File: src/rtl/serdes_word_assembler_if.sv
// Byte stream in from the SERDES, slot words and link status out.
// The slave modport is the assembler's view; the master modport is the SERDES/consumer side.
interface serdes_word_assembler_if;
    logic [7:0]  RXDATA;
    logic        RXVALID;
    logic        BITSLIP;
    logic [63:0] DATA;
    logic        DVALID;
    logic        LOCKED;
    logic [15:0] FRAMECNT;
    logic [7:0]  ERRCNT;

    modport slave (
        input  RXDATA,
        input  RXVALID,
        output BITSLIP,
        output DATA,
        output DVALID,
        output LOCKED,
        output FRAMECNT,
        output ERRCNT
    );

    modport master (
        output RXDATA,
        output RXVALID,
        input  BITSLIP,
        input  DATA,
        input  DVALID,
        input  LOCKED,
        input  FRAMECNT,
        input  ERRCNT
    );
endinterface

File: src/rtl/serdes_word_assembler.sv
// Aligns to a stream of idle characters, slips bits while hunting, and packs
// SOF-delimited eight-byte payloads into 64-bit words.
module serdes_word_assembler #(
    parameter logic [7:0] IDLE_CHAR    = 8'hBC,
    parameter logic [7:0] SOF_CHAR     = 8'hFB,
    parameter int unsigned LOCK_CNT     = 4,
    parameter int unsigned SLIP_TIMEOUT = 16,
    parameter int unsigned ERR_MAX      = 3
) (
    input  logic                    CLK,
    input  logic                    RST,
    serdes_word_assembler_if.slave  bus
);

    typedef enum logic [2:0] {
        HUNT    = 3'd0,
        SLIP    = 3'd1,
        ALIGN   = 3'd2,
        IDLE    = 3'd3,
        PAYLOAD = 3'd4
    } state_t;

    localparam logic [3:0] LOCK_W = LOCK_CNT[3:0];
    localparam logic [7:0] SLIP_W = SLIP_TIMEOUT[7:0];
    localparam logic [3:0] ERR_W  = ERR_MAX[3:0];

    state_t      state_r;
    logic [7:0]  hunt_cnt_r;
    logic [3:0]  idle_cnt_r;
    logic [3:0]  err_cnt_r;
    logic [2:0]  idx_r;
    logic [1:0]  slip_cnt_r;
    logic [63:0] shadow_r;
    logic [63:0] data_r;
    logic        dvalid_r;
    logic        bitslip_r;
    logic        locked_r;
    logic [15:0] framecnt_r;
    logic [7:0]  errcnt_r;

    logic [7:0]  rxdata_s;
    logic        rxvalid_s;

    assign rxdata_s     = bus.RXDATA;
    assign rxvalid_s    = bus.RXVALID;
    assign bus.BITSLIP  = bitslip_r;
    assign bus.DATA     = data_r;
    assign bus.DVALID   = dvalid_r;
    assign bus.LOCKED   = locked_r;
    assign bus.FRAMECNT = framecnt_r;
    assign bus.ERRCNT   = errcnt_r;

    // Link FSM together with all counters and registered outputs.
    always_ff @(posedge CLK) begin
        if (RST) begin
            state_r    <= HUNT;
            hunt_cnt_r <= 8'd0;
            idle_cnt_r <= 4'd0;
            err_cnt_r  <= 4'd0;
            idx_r      <= 3'd0;
            slip_cnt_r <= 2'd0;
            shadow_r   <= 64'd0;
            data_r     <= 64'd0;
            dvalid_r   <= 1'b0;
            bitslip_r  <= 1'b0;
            locked_r   <= 1'b0;
            framecnt_r <= 16'd0;
            errcnt_r   <= 8'd0;
        end else begin
            dvalid_r  <= 1'b0;
            bitslip_r <= 1'b0;
            case (state_r)
                HUNT: begin
                    if (rxvalid_s) begin
                        if (rxdata_s == IDLE_CHAR) begin
                            hunt_cnt_r <= 8'd0;
                            if (LOCK_W == 4'd1) begin
                                state_r    <= IDLE;
                                locked_r   <= 1'b1;
                                idle_cnt_r <= 4'd0;
                                err_cnt_r  <= 4'd0;
                            end else begin
                                state_r    <= ALIGN;
                                idle_cnt_r <= 4'd1;
                            end
                        end else if (hunt_cnt_r + 8'd1 == SLIP_W) begin
                            hunt_cnt_r <= 8'd0;
                            bitslip_r  <= 1'b1;
                            slip_cnt_r <= 2'd0;
                            state_r    <= SLIP;
                        end else begin
                            hunt_cnt_r <= hunt_cnt_r + 8'd1;
                        end
                    end
                end
                // The SERDES needs a few cycles to settle after a slip, so input is ignored here.
                SLIP: begin
                    if (slip_cnt_r == 2'd3) begin
                        slip_cnt_r <= 2'd0;
                        state_r    <= HUNT;
                    end else begin
                        slip_cnt_r <= slip_cnt_r + 2'd1;
                    end
                end
                ALIGN: begin
                    if (rxvalid_s) begin
                        if (rxdata_s == IDLE_CHAR) begin
                            if (idle_cnt_r + 4'd1 == LOCK_W) begin
                                state_r    <= IDLE;
                                locked_r   <= 1'b1;
                                idle_cnt_r <= 4'd0;
                                err_cnt_r  <= 4'd0;
                            end else begin
                                idle_cnt_r <= idle_cnt_r + 4'd1;
                            end
                        end else begin
                            state_r    <= HUNT;
                            idle_cnt_r <= 4'd0;
                            hunt_cnt_r <= 8'd0;
                        end
                    end
                end
                IDLE: begin
                    if (rxvalid_s) begin
                        if (rxdata_s == IDLE_CHAR) begin
                            err_cnt_r <= 4'd0;
                        end else if (rxdata_s == SOF_CHAR) begin
                            state_r   <= PAYLOAD;
                            idx_r     <= 3'd0;
                            err_cnt_r <= 4'd0;
                        end else begin
                            if (errcnt_r != 8'hFF) begin
                                errcnt_r <= errcnt_r + 8'd1;
                            end
                            if (err_cnt_r + 4'd1 == ERR_W) begin
                                state_r    <= HUNT;
                                locked_r   <= 1'b0;
                                err_cnt_r  <= 4'd0;
                                hunt_cnt_r <= 8'd0;
                                idle_cnt_r <= 4'd0;
                            end else begin
                                err_cnt_r <= err_cnt_r + 4'd1;
                            end
                        end
                    end
                end
                // Bytes land in a shadow word so DATA only ever shows complete frames.
                PAYLOAD: begin
                    if (rxvalid_s) begin
                        shadow_r[{idx_r, 3'b000} +: 8] <= rxdata_s;
                        if (idx_r == 3'd7) begin
                            data_r     <= {rxdata_s, shadow_r[55:0]};
                            dvalid_r   <= 1'b1;
                            framecnt_r <= framecnt_r + 16'd1;
                            idx_r      <= 3'd0;
                            state_r    <= IDLE;
                        end else begin
                            idx_r <= idx_r + 3'd1;
                        end
                    end
                end
                default: begin
                    state_r  <= HUNT;
                    locked_r <= 1'b0;
                end
            endcase
        end
    end

endmodule

File: src/flat_wrapper.sv
// flat-port wrapper written by rule: the top's interface ports become plain ports
module serdes_word_assembler_flat 
#(
    parameter logic [7:0] IDLE_CHAR    = 8'hBC,
    parameter logic [7:0] SOF_CHAR     = 8'hFB,
    parameter int unsigned LOCK_CNT     = 4,
    parameter int unsigned SLIP_TIMEOUT = 16,
    parameter int unsigned ERR_MAX      = 3
)
  (CLK, RST, bus_RXDATA, bus_RXVALID, bus_BITSLIP, bus_DATA, bus_DVALID, bus_LOCKED, bus_FRAMECNT, bus_ERRCNT);
  serdes_word_assembler_if bus_i ();
  input  logic CLK;
  input  logic RST;
  input wire logic [$bits(bus_i.RXDATA)-1:0] bus_RXDATA;
  input wire logic [$bits(bus_i.RXVALID)-1:0] bus_RXVALID;
  output wire logic [$bits(bus_i.BITSLIP)-1:0] bus_BITSLIP;
  output wire logic [$bits(bus_i.DATA)-1:0] bus_DATA;
  output wire logic [$bits(bus_i.DVALID)-1:0] bus_DVALID;
  output wire logic [$bits(bus_i.LOCKED)-1:0] bus_LOCKED;
  output wire logic [$bits(bus_i.FRAMECNT)-1:0] bus_FRAMECNT;
  output wire logic [$bits(bus_i.ERRCNT)-1:0] bus_ERRCNT;
  assign bus_i.RXDATA = bus_RXDATA;
  assign bus_i.RXVALID = bus_RXVALID;
  assign bus_BITSLIP = bus_i.BITSLIP;
  assign bus_DATA = bus_i.DATA;
  assign bus_DVALID = bus_i.DVALID;
  assign bus_LOCKED = bus_i.LOCKED;
  assign bus_FRAMECNT = bus_i.FRAMECNT;
  assign bus_ERRCNT = bus_i.ERRCNT;
  serdes_word_assembler #(.IDLE_CHAR(IDLE_CHAR), .SOF_CHAR(SOF_CHAR), .LOCK_CNT(LOCK_CNT), .SLIP_TIMEOUT(SLIP_TIMEOUT), .ERR_MAX(ERR_MAX)) u_core (.CLK(CLK), .RST(RST), .bus(bus_i));
endmodule
File: config.mk
export PLATFORM = sky130hd
export DESIGN_NAME = serdes_word_assembler_flat
export DESIGN_NICKNAME = d
export VERILOG_FILES = /design/src/rtl/serdes_word_assembler_if.sv /design/src/rtl/serdes_word_assembler.sv /design/src/flat_wrapper.sv
export SDC_FILE = /design/constraint.sdc
export NUM_CORES = 1
export LEC_CHECK = 0
export BUFFER_PORTS_ARGS = -buffer_cell sky130_fd_sc_hd__clkbuf_2
export CAP_MARGIN = 25
export CORE_MARGIN = 2
export CORE_UTILIZATION = 59
export DETAILED_ROUTE_END_ITERATION = 8
export GPL_ROUTABILITY_DRIVEN = 0
export PLACE_DENSITY_LB_ADDON = 0.05
export SLEW_MARGIN = 5
export SYNTH_ARGS = -nofsm -noshare
export SYNTH_HDL_FRONTEND = slang
export SYNTH_SLANG_ARGS = --single-unit
File: constraint.sdc
create_clock -name CLK -period 4.3 [get_ports CLK]
set_input_delay 0.86 -clock CLK [delete_from_list [all_inputs] [get_ports CLK]]
set_output_delay 0.86 -clock CLK [all_outputs]
set_load 0.01 [all_outputs]
# After elaboration in Yosys (flattened, before gate mapping)
# Index checks and enable logic that the tools add are counted.
# classes
shift	2
muxes	64
reduce_logical	18
add_sub_neg	8
div_mod_pow	0
bitwise_logic	6
order_cmp	0
n_eq_ne	31
mul	0
# op_table
cell	n
$mux 8	9
$bwmux 64	1
$mux 4	16
$shift 8x8->64 const A	1
$shiftx 8x8->64	1
$mux 3	18
$pmux 8 s3	1
$reduce_and 8->1	3
$add 16x1->16 const B	1
$add 8x1->8 const B	2
$eq 8x8->1 const B	2
$ne 2x1->1 const B	8
$ne 2x2->1 const B	8
$pmux 3 s5	1
$reduce_and 5->1	3
$pmux 4 s3	1
$reduce_and 10->1	1
$mux 1	9
$add 4x1->4 const B	2
$eq 8x5->1 const B	1
$mux 2	4
$ne 8x8->1 const B	1
$neg 6->8	1
$pmux 4 s2	1
other kinds (22)	33
# word_totals
mem_count	0
rom_bits	0
inputBits	11
out_inout_bits	91
ram_bits	0
elab_cells	142
latchBits	0
register_bits	179

# Logic depth before layout (Yosys ltp)
# Gate-level depths: netlist of the first run.
# depth
depth_word	7
mapped_depth	12
mapped_depth_nobuf	9

# Worst setup path after synthesis of the first run
# OpenSTA, ideal clock, no wires.
# synth_path
path_kind	input port to flip-flop
from	input port bus_RXDATA[0]
to	register u_core.state_r[0]
path_stages	7
required_time_ns	4.241
setup_time_ns	0.059
n_path_buf	1
slack_ns	1.953
t_arrival_ns	2.287
cell_sequence	buf_2 > nor4b_4 > nand2_1 > nor2_1 > nor3_1 > or4_1 > nand2_1
# synth_via
elab_chain_cells	5
word_cells_on_any_way	15
cone_classes	eq/ne (6); mux (8); reduce/logical (1)
# synth_rtl
item	line	rtl
start, declared	flat_wrapper.sv:14	input wire logic [$bits(bus_i.RXDATA)-1:0] bus_RXDATA;
$eq 8x8->1	serdes_word_assembler.sv:127	end else if (rxdata_s == SOF_CHAR) begin
$mux 3	serdes_word_assembler.sv:127	
$mux 3	serdes_word_assembler.sv:125	if (rxdata_s == IDLE_CHAR) begin
$mux 3	serdes_word_assembler.sv:124	if (rxvalid_s) begin
$pmux 3 s5	serdes_word_assembler.sv:72	case (state_r)
end signal, assigned	serdes_word_assembler.sv:78	state_r <= IDLE;
end signal, assigned	serdes_word_assembler.sv:128	state_r <= PAYLOAD;
end signal, assigned	serdes_word_assembler.sv:136	state_r <= HUNT;
end, declared	serdes_word_assembler.sv:27	state_t state_r;
# Several ways; a longest one is shown, not always the timed one. The select of a mux whose other input is x is not followed.
# A chain may end at the register's enable or synchronous reset.

# Worst setup path after layout of the first run
# layout_path
from	register u_core.idx_r[0]
to	register u_core.framecnt_r[0] (netlist: u_core.bus.FRAMECNT[0])
# layout_via
elab_chain_cells	2
# layout_rtl
item	line	rtl
start, declared	serdes_word_assembler.sv:31	logic [2:0] idx_r;
start signal, assigned	serdes_word_assembler.sv:158	idx_r <= idx_r + 3'd1;
$eq 3x3->1	serdes_word_assembler.sv:151	if (idx_r == 3'd7) begin
$reduce_and 3->1 (no source line)	-	
end signal, assigned	serdes_word_assembler.sv:154	framecnt_r <= framecnt_r + 16'd1;
end, declared	serdes_word_assembler.sv:38	logic [15:0] framecnt_r;
# No other way between the ends.

==> flow_metrics.tcl, run 1 <==
set metrics [dict create \
    final-hold-violation-count 0 \
    ys_seq_area_frac 0.471 \
    max_slew_margin 0.314 \
    core-area_um2 12000 \
    grt.overflow.total 0 \
    io_pins 102 \
    grt_pass1_vias 5971 \
    yosysWarnings 0 \
    cts_num_sinks 171 \
    wl_um 17100 \
    synth.top_cell.area_share 0.471 \
    cts_resized 0 \
    die_area_um2 13200 \
    layout.area.seq_um2 3420 \
    critPathLaunchType "flip-flop" \
    postCtsSetupRepairBufs 0 \
    synthFlopType "dfxtp_1" \
    async_flop_share 0 \
    yosysMostFrequentCell "nand2_1" \
    clk_pin_slew_ns 0.06 \
    route.detailed.wl_per_inst_um 15.2 \
    status "completed" \
    clockBufferDepth 2 \
    nets 989 \
    cts_max_level 4 \
    rr_worst_depth 6 \
    synth-seq-cells 171 \
    power.leakage_nw 3.22 \
    cp-end-kind "flip-flop" \
    cp.depth 6 \
    placed_cell_area_um2 7750 \
    yosysUniqueCellTypes 61 \
    setup_viol 0 \
    finalCritPeriodShare 0.624 \
    slew_viol_final 0 \
    routed-via-count 6478 \
    multiInputGateArea_um2 3550 \
    cp.required_ns 4.58 \
    grt_max_degree 106 \
    cp_max_fo 40 \
    synth_area_leaders "dfxtp_1, nand2_1, a21oi_1" \
    drc 0 \
    holdPathStages 2 \
    syn_inst 896 \
    start_util 0.605 \
    crit_family "flip-flops" \
    crit_type "flip-flop to flip-flop" \
    cts-root-buf "clkbuf_16" \
    design_area_um2 8360 \
    hold_class "flip-flop to flip-flop" \
    dp_hpwl_um 11400 \
    drt_iter0_drc 427 \
    critPathBufInv 1 \
    drive_gt1_frac 0.154 \
    cts_tree "done" \
    yosysTopAreaCell "dfxtp_1" \
    diodes 0 \
    final_cells 1121 \
    fin_crit_ns 2.68 \
    ctsHoldBuffers 0 \
    ir_drop_uv 254 \
    die_w_um 115 \
    die_y_um 115 \
    place_inst 1089 \
    clk_latency_ns 0.43 \
    netlist_area_um2 7270 \
    portBuffers 101 \
    fmax_mhz 373 \
    cpPeakStageDelay_ns 0.66 \
    cp_common_cell "ha_1" \
    path_cells "ha_1 > ha_1 > and2_2 > buf_4 > xnor2_1 > nor2_1" \
    slowest_stage "dfxtp_1" \
    whs_ns 0.449 \
    fin_skew_ns 0.00524 \
    synth_edf_count 0 \
    synthTopCellsByCount "nand2_1, dfxtp_1, a21oi_1" \
    grt_pass1_wl_um 28200 \
    fillCellCount 1011 \
    rsz0062_at_grt "no" \
    numCtsBuffers 17 \
    synth_nets 923 \
    grt_antenna_before_repair 0 \
    ant_nets 0 \
    arrival_ns 2.97 \
    drv_cap 0 \
    avgViaCountPerCell 5.78 \
    worst_pin_slew_ns 1.03 \
    first_pass_iters 5 \
    syn_area_per_cell_um2 8.11 \
    area_growth_pct 15.0 \
    power_density_nw_per_um2 383 \
    fin_setup_tns_ns 0 \
    rows 40 \
    grt_usage 0.265 \
]
## kinds of logic after synthesis
family | Yosys count | synth area share
compound gates | 173 | 0.139
xor+xnor | 18 | 0.0217
fa+ha+maj | 16 | 0.0275
buf+inv | 70 | 0.0408
flops | 171 | 0.471
mux | 21 | 0.0289
simple gates | 427 | 0.271
## state kept, by name, indices dropped and copies added, names as in the netlist
register and count:
u_core.bus.BITSLIP 1, u_core.bus.DATA 64, u_core.bus.DVALID 1, u_core.bus.ERRCNT 8, u_core.bus.FRAMECNT 16, u_core.bus.LOCKED 1, u_core.err_cnt_r 4, u_core.hunt_cnt_r 8
u_core.idle_cnt_r 4, u_core.idx_r 3, u_core.shadow_r 56, u_core.slip_cnt_r 2, u_core.state_r 3
## through the flow
| stage | setup WS (ns) | utilization | power (mW) |
|---|---|---|---|
| after floorplan | 1.95 | - | 1.67 |
| after global placement | 1.22 | 0.643 | 1.69 |
| after detailed placement | 1.14 | 0.645 | 1.69 |
| after CTS | 1.60 | 0.695 | 3.22 |
| after global routing | 1.42 | 0.696 | 3.30 |
| final | 1.62 | 0.696 | 3.20 |
## cells in the final DEF (no fill, tap or decap), types with 16 or more instances in the layout
master       n
a21oi_1    120
clkbuf_16   17
clkbuf_2   100
dfxtp_1    171
ha_1        16
mux2i_1     21
nand2_1    189
nand3_1     40
nand4_1     17
nor2_1     104
nor3_1      18
## worst paths after layout
check | start | endpoint | slack (ns)
worst max-delay path | u_core.idx_r[0] | u_core.bus.FRAMECNT[0] | 1.62
worst min-delay path | u_core.shadow_r[29] | u_core.bus.DATA[29] | 0.45
worst max register to register | u_core.idx_r[0] | u_core.bus.FRAMECNT[0] | 1.62
worst min register to register | u_core.shadow_r[29] | u_core.bus.DATA[29] | 0.45
## worst min-delay path, stage by stage (launching register included)
cell     delay (ns)
dfxtp_1        0.31
nand2_1        0.05
a21oi_1        0.05
## power by group
part	leakage, nW	total, mW	switching (mW)	internal (mW)
sequential	1.38	1.59	0.00326	1.59
combinational	1.54	0.0655	0.0532	0.0122
clock	0.302	1.55	0.614	0.935
total	3.22	3.20	0.670	2.53
## layout make-up
type,instances,share of cell area
clock buffer,23,0.0596
clock inverter,8,0.0129
inverter,12,0.00539
multi-input combinational,655,0.425
sequential,171,0.409
tap,147,0.0220
timing repair buffer,105,0.0658
## metal layers
metal	routed length [µm]	GRT usage	up-vias
met5	0	0	-
met4	296	0.0980	0
met3	1040	0.0617	28
met2	7980	0.427	192
met1	7780	0.349	3064
li1	-	-	3194
No activity file was read; power rests on OpenSTA's default activity.
==> run 2, diff against run 1 <==
ABC_AREA = 1   (was default)
CORE_UTILIZATION = 57   (was 59)
clock period = 2.6 ns   (was 4.3 ns; I/O delays follow)
==> run 2 against run 1 <==
Count of clock-buffer cells in the layout shrank 2. Critical path depth grew 5. Synthesized area grew 2.3%. Sequential cell count is the same. Final cell count grew 13%. Register-to-register slack lost 1.2 ns. Combinational power grew to 6.7 times the previous value. Hold slack lost 0.049 ns. Cell area grew 3.8%. Critical path type unchanged.
==> flow_metrics.tcl, run 2 <==
set metrics [dict create \
    nets 1108 \
    die_y_um 118 \
    drc 0 \
    critPathLaunchType "flip-flop" \
    avgViaCountPerCell 5.25 \
    power_density_nw_per_um2 668 \
    synthTopCellsByCount "nand2_1, dfxtp_1, nor2_1" \
    portBuffers 101 \
    die_area_um2 14000 \
    synth_edf_count 0 \
    grt_pass1_wl_um 28700 \
    yosysUniqueCellTypes 43 \
    synth_area_leaders "dfxtp_1, nand2_1, a21oi_1" \
    numCtsBuffers 17 \
    setup_viol 0 \
    post-place-ws_ns 0.473 \
    rsz0062_at_grt "no" \
    path_cells "inv_1 > ha_1 > ha_1 > inv_2 > nor2_1 > inv_1 > nor3_1 > nand2_1 > inv_2 > o21ai_0 > a21oi_1" \
    cts-root-buf "clkbuf_16" \
    cts_num_sinks 171 \
    final_cell_mix "nand2_1, dfxtp_1, nor2_1" \
    whs_ns 0.400 \
    grt.overflow.total 0 \
    die_w_um 118 \
    synth-seq-cells 171 \
    fin_skew_ns 0.00616 \
    rows 41 \
    final-hold-violation-count 0 \
    area_growth_pct 16.8 \
    crit_type "flip-flop to flip-flop" \
    drt_iter0_drc 426 \
    ant_nets 0 \
    final_cells 1266 \
    drv_cap 0 \
    first_pass_iters 5 \
    async_flop_share 0 \
    syn_area_per_cell_um2 7.51 \
    yosysWarnings 0 \
    fillCellCount 1149 \
    ys_seq_area_frac 0.460 \
    synth_nets 1017 \
    ctsHoldBuffers 0 \
    cp-end-kind "flip-flop" \
    grt_max_degree 90 \
    grt_usage 0.251 \
    io_pins 102 \
    largest_register_ffs 64 \
    dp_hpwl_um 12100 \
    arrival_ns 2.55 \
    cp-startpoint "u_core.idx_r[1]" \
    finalCritPeriodShare 0.840 \
    hold_class "primary input to flip-flop" \
    cpPeakStageDelay_ns 0.39 \
    clockBufferDepth 2 \
    max_slew_margin 0.565 \
    fin_crit_ns 2.18 \
    cp.required_ns 2.96 \
    reg2reg_slack_ns 0.42 \
    drive_gt1_frac 0.181 \
    synthFlopType "dfxtp_1" \
    rr_worst_depth 11 \
    ir_drop_uv 355 \
    fmax_mhz 458 \
    route.detailed.wl_per_inst_um 13.7 \
    netlist_area_um2 7430 \
    clk_latency_ns 0.43 \
    routed-via-count 6646 \
    power.leakage_nw 3.72 \
    grt_antenna_before_repair 0 \
    design_area_um2 8680 \
    status "completed" \
    slowest_stage "dfxtp_1" \
    crit-reg2reg-launch "u_core.idx_r[1]" \
    postCtsSetupRepairBufs 0 \
    wl_um 17300 \
    cp_max_fo 12 \
    yosysTopAreaCell "dfxtp_1" \
    clk_pin_slew_ns 0.06 \
    slew_viol_final 0 \
    yosysMostFrequentCell "nand2_1" \
    start_util 0.587 \
    setup_ws_ns 0.415 \
    syn_inst 990 \
    core-area_um2 12700 \
    endpoint "u_core.shadow_r[37]" \
    place_inst 1234 \
    cts_max_level 4 \
    final_common_cell "nand2_1" \
    post-route-util 0.685 \
    total_power_mw 5.80 \
    worst_pin_slew_ns 0.648 \
    fin_setup_tns_ns 0 \
    grt_pass1_vias 6231 \
    cts_tree "done" \
    cts_resized 0 \
    diodes 0 \
    rr_endpoint "u_core.shadow_r[37]" \
    placed_cell_area_um2 8060 \
    synth.top_cell.area_share 0.460 \
]
[run 2: cell type report]
class	instances	area [µm²]	share of cell area
repair buffers	110	598	0.0689
multi-input cells	697	3500	0.404
flip-flops and latches	171	3420	0.394
clock buffers	21	450	0.0519
clock inverters	11	168	0.0193
well taps	172	215	0.0248
inverters	84	322	0.0370
[run 2: logic make-up (layout without fill, tap and decap cells)]
logic type | after synthesis | count (layout) | synth area share
and+or+nand+nor | 465 | 465 | 0.285
xor gates and xnor gates | 9 | 9 | 0.0106
AOI/OAI and AO/OA | 207 | 207 | 0.149
DFF | 171 | 171 | 0.460
buffers and inverters | 122 | 226 | 0.0682
adders and majority gates | 16 | 16 | 0.0269
[run 2: worst min-delay path by stage]
stage	startpoint	to	slack, ns	depth (start not counted)
detailed placement	u_core.bus.DATA[39]	u_core.bus.DATA[39]	0.46	2
floorplan	u_core.shadow_r[0]	u_core.bus.DATA[0]	0.44	2
finish	bus_RXDATA[6]	u_core.shadow_r[38]	0.40	3
global route	bus_RXDATA[6]	u_core.shadow_r[38]	0.41	3
CTS	bus_RXDATA[6]	u_core.shadow_r[38]	0.39	3
global placement	u_core.shadow_r[18]	u_core.bus.DATA[18]	0.45	2
[run 2: power by group]
part | switching [mW] | internal, mW
Combinational | 0.293 | 0.143
Sequential | 0.0529 | 2.66
Clock | 1.02 | 1.63
Total | 1.36 | 4.44
[run 2: metal layers]
| layer | track usage | vias up | routed length, µm |
|---|---|---|---|
| li1 | - | 3415 | - |
| met1 | 0.318 | 2994 | 7760 |
| met2 | 0.409 | 190 | 7950 |
| met3 | 0.0483 | 47 | 998 |
| met4 | 0.126 | 0 | 597 |
| met5 | 0 | - | 0 |
[run 2: worst max-delay path: cells and delay by family, from the launching register on]
kind	cells	cell delay, ns
flops	1	0.39
fa+ha+maj	2	0.54
simple gates	3	0.48
compound gates	2	0.22
buf+inv	4	0.49
